### config.mk
export PLATFORM = sky130hd
export DESIGN_NAME = alu_result_stage
export DESIGN_NICKNAME = d
export VERILOG_FILES = /design/src/rtl/alu_result_stage.sv
export SDC_FILE = /design/constraint.sdc
export NUM_CORES = 1
export LEC_CHECK = 0
export BUFFER_PORTS_ARGS = -buffer_cell sky130_fd_sc_hd__buf_2
export CAP_MARGIN = 20
export CORE_MARGIN = 2
export CORE_UTILIZATION = 53
export DETAILED_ROUTE_END_ITERATION = 10
export PLACE_DENSITY = 0.79
export SYNTH_ARGS = -nofsm -noshare
export SYNTH_HDL_FRONTEND = slang
export SYNTH_SLANG_ARGS = --single-unit
### constraint.sdc
create_clock -name clk -period 2.2 [get_ports clk]
set_input_delay 0.44 -clock clk [delete_from_list [all_inputs] [get_ports clk]]
set_output_delay 0.44 -clock clk [all_outputs]
set_load 0.005 [all_outputs]
### src/rtl/alu_result_stage.sv
// alu_result_stage: 2-entry result/flag FIFO behind the ALU adder with sticky carry/overflow status
// Optional feature: define ALU_OVF_COUNT_EN to build the saturating overflow event counter on ovf_cnt.
module alu_result_stage #(
  parameter int WIDTH = 16,
  parameter int CNT_W = 8
) (
  input  logic             clk,
  input  logic             rst,
  input  logic             in_valid,
  output logic             in_ready,
  input  logic [WIDTH-1:0] in_z,
  input  logic [4:0]       in_flags,
  output logic             out_valid,
  input  logic             out_ready,
  output logic [WIDTH-1:0] out_z,
  output logic [4:0]       out_flags,
  input  logic             clr_sticky,
  output logic             stk_carry,
  output logic             stk_ovf,
  output logic [CNT_W-1:0] ovf_cnt
);
  logic [WIDTH+4:0] r_mem [0:1];
  logic             r_wp;
  logic             r_rp;
  logic [1:0]       r_cnt;
  logic             r_stk_carry;
  logic             r_stk_ovf;
  logic             w_push;
  logic             w_pop;
  logic [WIDTH+4:0] w_head;
  assign in_ready  = !rst && (r_cnt != 2'd2);
  assign out_valid = r_cnt != 2'd0;
  assign w_push    = in_valid && in_ready;
  assign w_pop     = out_valid && out_ready;
  assign w_head    = r_mem[r_rp];
  assign out_z     = out_valid ? w_head[WIDTH+4:5] : '0;
  assign out_flags = out_valid ? w_head[4:0] : 5'd0;
  assign stk_carry = r_stk_carry;
  assign stk_ovf   = r_stk_ovf;
  // FIFO storage, pointers and occupancy; sum and flags are stored together so they never separate
  always_ff @(posedge clk or posedge rst) begin
    if (rst) begin
      r_mem <= '{default: '0};
      r_wp  <= 1'b0;
      r_rp  <= 1'b0;
      r_cnt <= 2'd0;
    end else begin
      if (w_push) begin
        r_mem[r_wp] <= {in_z, in_flags};
        r_wp        <= ~r_wp;
      end
      if (w_pop) r_rp <= ~r_rp;
      r_cnt <= r_cnt + {1'b0, w_push} - {1'b0, w_pop};
    end
  end
  // Sticky status: a setting push in the same cycle as a clear wins
  always_ff @(posedge clk or posedge rst) begin
    if (rst) begin
      r_stk_carry <= 1'b0;
      r_stk_ovf   <= 1'b0;
    end else begin
      r_stk_carry <= (r_stk_carry && !clr_sticky) || (w_push && in_flags[2]);
      r_stk_ovf   <= (r_stk_ovf && !clr_sticky) || (w_push && in_flags[0]);
    end
  end
`ifdef ALU_OVF_COUNT_EN
  logic [CNT_W-1:0] r_ovf_cnt;
  logic             w_ovf_push;
  assign w_ovf_push = w_push && in_flags[0];
  assign ovf_cnt    = r_ovf_cnt;
  // Saturating overflow counter; a clear that coincides with an overflow push leaves a count of one
  always_ff @(posedge clk or posedge rst) begin
    if (rst) r_ovf_cnt <= '0;
    else if (clr_sticky) r_ovf_cnt <= w_ovf_push ? CNT_W'(1) : '0;
    else if (w_ovf_push && r_ovf_cnt != {CNT_W{1'b1}}) r_ovf_cnt <= r_ovf_cnt + CNT_W'(1);
  end
`else
  assign ovf_cnt = '0;
`endif
endmodule

==> flow_summary.ini, run 1 <==
[run_status]
status = finished clean

[clock_network]
h-tree-depth = 2
ctsHoldBuffers = 0
post-cts-setup-buffers = 0
clk_pin_slew_ns = 0.08
cts_num_sinks = 48
cts-root-buf = clkbuf_8
clk_latency_ns = 0.30
cts_tree = done
cts_buffer_depth = 2
cts_resized = 0
cts_buffers = 5

[die]
rows = 24
coreArea_um2 = 4320
die_y_um = 70.6
dieArea_um2 = 4980
die_w_um = 70.6
initial_core_util_pct = 54.4
ios = 59

[sta]
tns_ns = 0
final_hold_viol_count = 0
layout_setup_ws_ns = 0.372
fmax_ghz = 0.547
worstMarginPinSlew_ns = 0.574
slew-limit-headroom_pct = 61.6
timing.final.crit_share_pct = 83.1
rsz0062_at_grt = no
post-route-min-period_ns = 1.83
setup_viol = 0
slew_viol_final = 0
fin_skew_ns = 0.00330

[setup_path]
cp-endpoint = out_z[3]
crit_type = flop to primary output
critPathMaxStageDelay_ns = 0.45
crit_fanout = 22
critical-path-slowest-cell = dfrtp_1
cp-end-kind = primary output
worstPathArrival_ns = 1.39
reg2reg_from = r_cnt[1]
r2r_end = r_cnt[1]
ff2ff_path_depth = 8
critical_path.startpoint = r_cnt[0]
rrSetupSlack_ns = 0.37
path_cells = nor2_2 > buf_4 > nor2_1 > buf_2
worstSetupStartpointType = flop
required_ns = 1.76

[synth]
synth_area_per_cell_um2 = 13.8
synth_warnings = 0
syn_inst = 170
ys_seq_area_share_pct = 51.1
synth.distinct_cells = 21
netlist_area_um2 = 2350
synth_top_area_share_pct = 51.1
synth_top_area_cell = dfrtp_1
ys_top_cells_by_area = dfrtp_1 51%, mux2_4 13%, mux2_2 10%
synth-seq-cells = 48

[drt]
dr.max_layer_used = met4
via_count = 1391
drt_iter0_markers = 64
wl_met1_um = 1900
drt_wl_total_um = 4040
ant_nets = 0
first_pass_iters = 4
viasPerCell = 5.04
wl_per_cell_um = 14.6
drc_errors = 0
met2_length_um = 1860
wl_met3_um = 215

[global_route]
grt_pass1_wl_um = 6720
grt_max_degree = 27
antenna_found_initial = 0
grt.overflow.total = 0
grt_usage_pct = 17.6
grt_pass1_vias = 1422

[place]
gp_congestion = 0.673
dp_slack_ns = 0.322
io_buffer_count = 50
hpwlAfterDp_um = 2770

[pwr]
leakage_nw = 1.42
powerDensity_nw_per_um2 = 1440
ir_worst_vdd_mv = 0.705

[final_layout]
synthToLayoutAreaGrowth_pct = 15.5
mostFrequentLayoutCell = buf_2
drive_above_1_share_pct = 48.2
layout_common_cells = 50 x buf_2, 48 x dfrtp_1, 22 x nor2_1
num_antenna_cells = 0
ff_latch_area_um2 = 1200
fillCellCount = 343
multi_input_area_um2 = 1030
nets = 251

[hold_path]
min_path_type = primary input to async pin

[job]
maxCapViolations = 0
[cell families after synthesis]
| family | Yosys count | synth area share, % |
|---|---|---|
| other cells | 1 | 0.160 |
| buf+inv | 22 | 6.17 |
| compound gates | 2 | 0.745 |
| xor+xnor | 4 | 1.49 |
| fa+ha+maj | 2 | 1.06 |
| flops | 48 | 51.1 |
| simple gates | 28 | 7.03 |
| mux | 63 | 32.3 |
[critical path, delay by kind of cell (launching register included)]
family	cells	cell delay [ns]
buffers and inverters	2	0.41
and+or+nand+nor	2	0.22
DFF	1	0.45
[synthesized netlist by cell type]
| master | number |
|---|---|
| a22o_1 | 2 |
| buf_2 | 2 |
| buf_4 | 8 |
| buf_6 | 4 |
| clkbuf_1 | 3 |
| conb_1 | 1 |
| dfrtp_1 | 48 |
| ha_1 | 2 |
| inv_1 | 5 |
| mux2_1 | 1 |
| mux2_2 | 21 |
| mux2_4 | 20 |
| mux2i_1 | 21 |
| nand4bb_4 | 1 |
| nor2_1 | 23 |
| nor2b_1 | 1 |
| nor2b_4 | 1 |
| nor3b_1 | 1 |
| nor4b_4 | 1 |
| xnor2_1 | 2 |
| xor2_1 | 2 |
[area by class of cell]
class / instances / share of cell area [%]
flip-flops and latches: 48 / 44.2
multi-input cells: 107 / 38.0
repair buffers: 56 / 11.3
clock buffers: 8 / 3.32
well taps: 52 / 2.40
inverters: 5 / 0.691
[where the power goes]
group	switching, W	internal [W]
logic	0.000735	0.00105
clock network	0.000276	0.000257
registers	0.000258	0.00132
[registers in the layout (all words and copies together), names as in the netlist]
name / count
stk_carry: 1
r_rp: 1
r_mem: 42
stk_ovf: 1
r_cnt: 2
r_wp: 1
[worst min-delay path by stage]
stage / slack [ns] / endpoint / startpoint
2_1_floorplan: 0.46 / r_mem[32] / r_mem[32]
3_3_place_gp: 0.47 / r_mem[32] / r_mem[32]
3_5_place_dp: 0.48 / r_mem[32] / r_mem[32]
4_1_cts: 0.22 / r_cnt[1] / rst
5_1_grt: 0.26 / r_cnt[1] / rst
6_report: 0.21 / r_cnt[1] / rst
[stage by stage]
stage / cells / hold WS, ns / area, µm² / power, W / utilization [%]
floorplan: 177 / 0.457 / 2380 / 0.00284 / -
global placement: 268 / 0.466 / 2630 / 0.00334 / 60.7
detailed placement: 268 / 0.480 / 2630 / 0.00341 / 60.7
CTS: 276 / 0.224 / 2720 / 0.00395 / 62.8
global route: 276 / 0.260 / 2720 / 0.00418 / 62.8
finish: 276 / 0.214 / 2720 / 0.00390 / 62.8
[metal layers]
metal / vias to the layer above / track usage [%]
met5: - / 0
li1: 666 / -
met4: 0 / 6.29
met3: 7 / 5.13
met1: 673 / 23.2
met2: 45 / 28.0
No activity file was read; power rests on OpenSTA's default activity.
==> inputs of run 2 (changes only) <==
clock period = 1.7 ns   (was 2.2 ns; I/O delays follow)
==> run 2 against run 1 <==
Against the previous run: the flow now finishes with violations (setup timing); sequential cell count did not move; power rose by 48%; combinational power rose by 67%; non-clock buffer count rose by 6; wire length rose by 10%; count of clock-buffer cells in the layout fell by 1; worst setup slack got worse by 0.42 ns; cell count rose by 2.2%; die area did not move; register-to-register slack got worse by 0.34 ns; critical path type unchanged; largest power group unchanged; highest routed layer unchanged.
==> flow_summary.ini, run 2 (same netlist as run 1, synthesis figures left out) <==
[run_status]
status = finished with violations
violations = setup timing

[die]
initial_core_util_pct = 54.4
die_y_um = 70.6
dieArea_um2 = 4980
ios = 59
rows = 24
coreArea_um2 = 4320
die_w_um = 70.6

[clock_network]
clk_pin_slew_ns = 0.08
cts-root-buf = clkbuf_8
cts_buffer_depth = 2
h-tree-depth = 2
clk_latency_ns = 0.30
cts_tree = done
cts_buffers = 5
ctsHoldBuffers = 0
cts_num_sinks = 48

[hold_path]
min_path_type = primary input to async pin

[global_route]
antenna_found_initial = 0
use_met1_pct = 25.5
grt_use_met3_pct = 3.85
grt.overflow.total = 0
busiest_layer = met2
grt_pass1_wl_um = 7090
grt_usage_pct = 18.4
grt_max_degree = 49
use_met2_pct = 28.9
grt_pass1_vias = 1430

[drt]
wl_per_cell_um = 15.8
ant_nets = 0
drt_iter0_markers = 106
drc_errors = 0
viasPerCell = 5.02
drt_wl_total_um = 4440
first_pass_iters = 4
via_count = 1417

[place]
dp_slack_ns = 0.0693
gp_congestion = 0.689
placed_area_um2 = 2680
io_buffer_count = 50
hpwlAfterDp_um = 2830

[sta]
fin_skew_ns = 0.00540
slew_viol_final = 0
post-route-min-period_ns = 1.75
fmax_ghz = 0.572
layout_setup_ws_ns = -0.0479
final_hold_viol_count = 0
timing.final.crit_share_pct = 103
setup_viol = 22
rsz0062_at_grt = yes

[setup_path]
crit_fanout = 5
worstSetupStartpointType = flop
cp-end-kind = primary output
crit_type = flop to primary output
worstPathArrival_ns = 1.41
required_ns = 1.36

[final_layout]
postLayoutCellArea_um2 = 2960
largest_register = r_mem
multi_input_area_um2 = 1120
ff_latch_area_um2 = 1200
layout_common_cells = 50 x buf_2, 47 x dfrtp_1, 21 x mux2_2
fillCellCount = 324
reg_top3 = r_mem: 42 flops, r_cnt: 2 flops
synthToLayoutAreaGrowth_pct = 25.8
nets = 257
num_antenna_cells = 0
mostFrequentLayoutCell = buf_2
largest_register_ffs = 42
drive_above_1_share_pct = 57.0

[pwr]
powerDensity_nw_per_um2 = 1950
leakage_nw = 1.48
ir_worst_vdd_mv = 1.26

[job]
maxCapViolations = 0
[run 2: cell types whose count changed in the layout (fill, tap and decap cells not counted), moves of 2 or more]
cell,delta
buf_4,-2
mux2i_2,+2
nor2_4,+7
mux2i_1,-3
nor2_2,+4
buf_12,+5
nor2_1,-11
[run 2: stage by stage]
| stage | power [W] | utilization, % | cells | TNS [ns] | hold slack (ns) |
|---|---|---|---|---|---|
| floorplan | 0.00368 | - | 177 | 0 | 0.457 |
| global placement | 0.00441 | 62.1 | 270 | 0 | 0.456 |
| detailed placement | 0.00450 | 62.1 | 270 | 0 | 0.467 |
| CTS | 0.00537 | 65.4 | 279 | -0.313 | 0.137 |
| global route | 0.00614 | 68.4 | 282 | -2.04 | 0.158 |
| finish | 0.00578 | 68.4 | 282 | -0.675 | 0.120 |
[run 2: power by group]
group / switching, W / leakage (nW) / internal (W) / total, W
registers: 0.000373 / 0.572 / 0.00172 / 0.00209
clock network: 0.000369 / 0.0445 / 0.000331 / 0.000700
logic: 0.00120 / 0.865 / 0.00179 / 0.00299
total: 0.00194 / 1.48 / 0.00384 / 0.00578
[run 2: cell type report]
| type | instances | share of cell area [%] |
|---|---|---|
| inverter | 5 | 0.635 |
| clock inverter | 1 | 0.254 |
| timing repair buffer | 62 | 15.4 |
| sequential | 48 | 40.7 |
| multi-input combinational | 107 | 37.9 |
| clock buffer | 7 | 2.92 |
| tap | 52 | 2.20 |
[run 2: path summary, 6_finish.rpt]
check	startpoint	to	cells after the start	slack [ns]
setup reg to reg	r_cnt[1]	r_cnt[1]	8	0.03
min in group clk	in_flags[4]	r_mem[4]	2	0.28
hold reg to reg	r_mem[32]	r_mem[32]	1	0.50
setup / recovery	r_cnt[1]	out_z[4]	6	-0.05
max in group asynchronous	rst	r_cnt[0]	3	1.35
hold / removal	rst	r_mem[30]	3	0.12
[run 2: worst max-delay path, stage by stage (launching register included)]
cell and delay, ns:
dfrtp_1 0.40, buf_6 0.13, nor2_4 0.13, buf_12 0.13
clkbuf_16 0.15, nor2_2 0.04, buf_2 0.12
[run 2: timing repair]
action	CTS	global route
resized for setup	6	22
pin swaps	1	8
endpoints found under the setup margin	22	23
gates cloned	1	1
setup buffers	0	2
[run 2: metal layers]
layer  vias to the layer above  wire (µm)
met5                         -          0
met4                         0         68
met3                         8        217
li1                        679          -
met2                        42       2150
met1                       688       2000
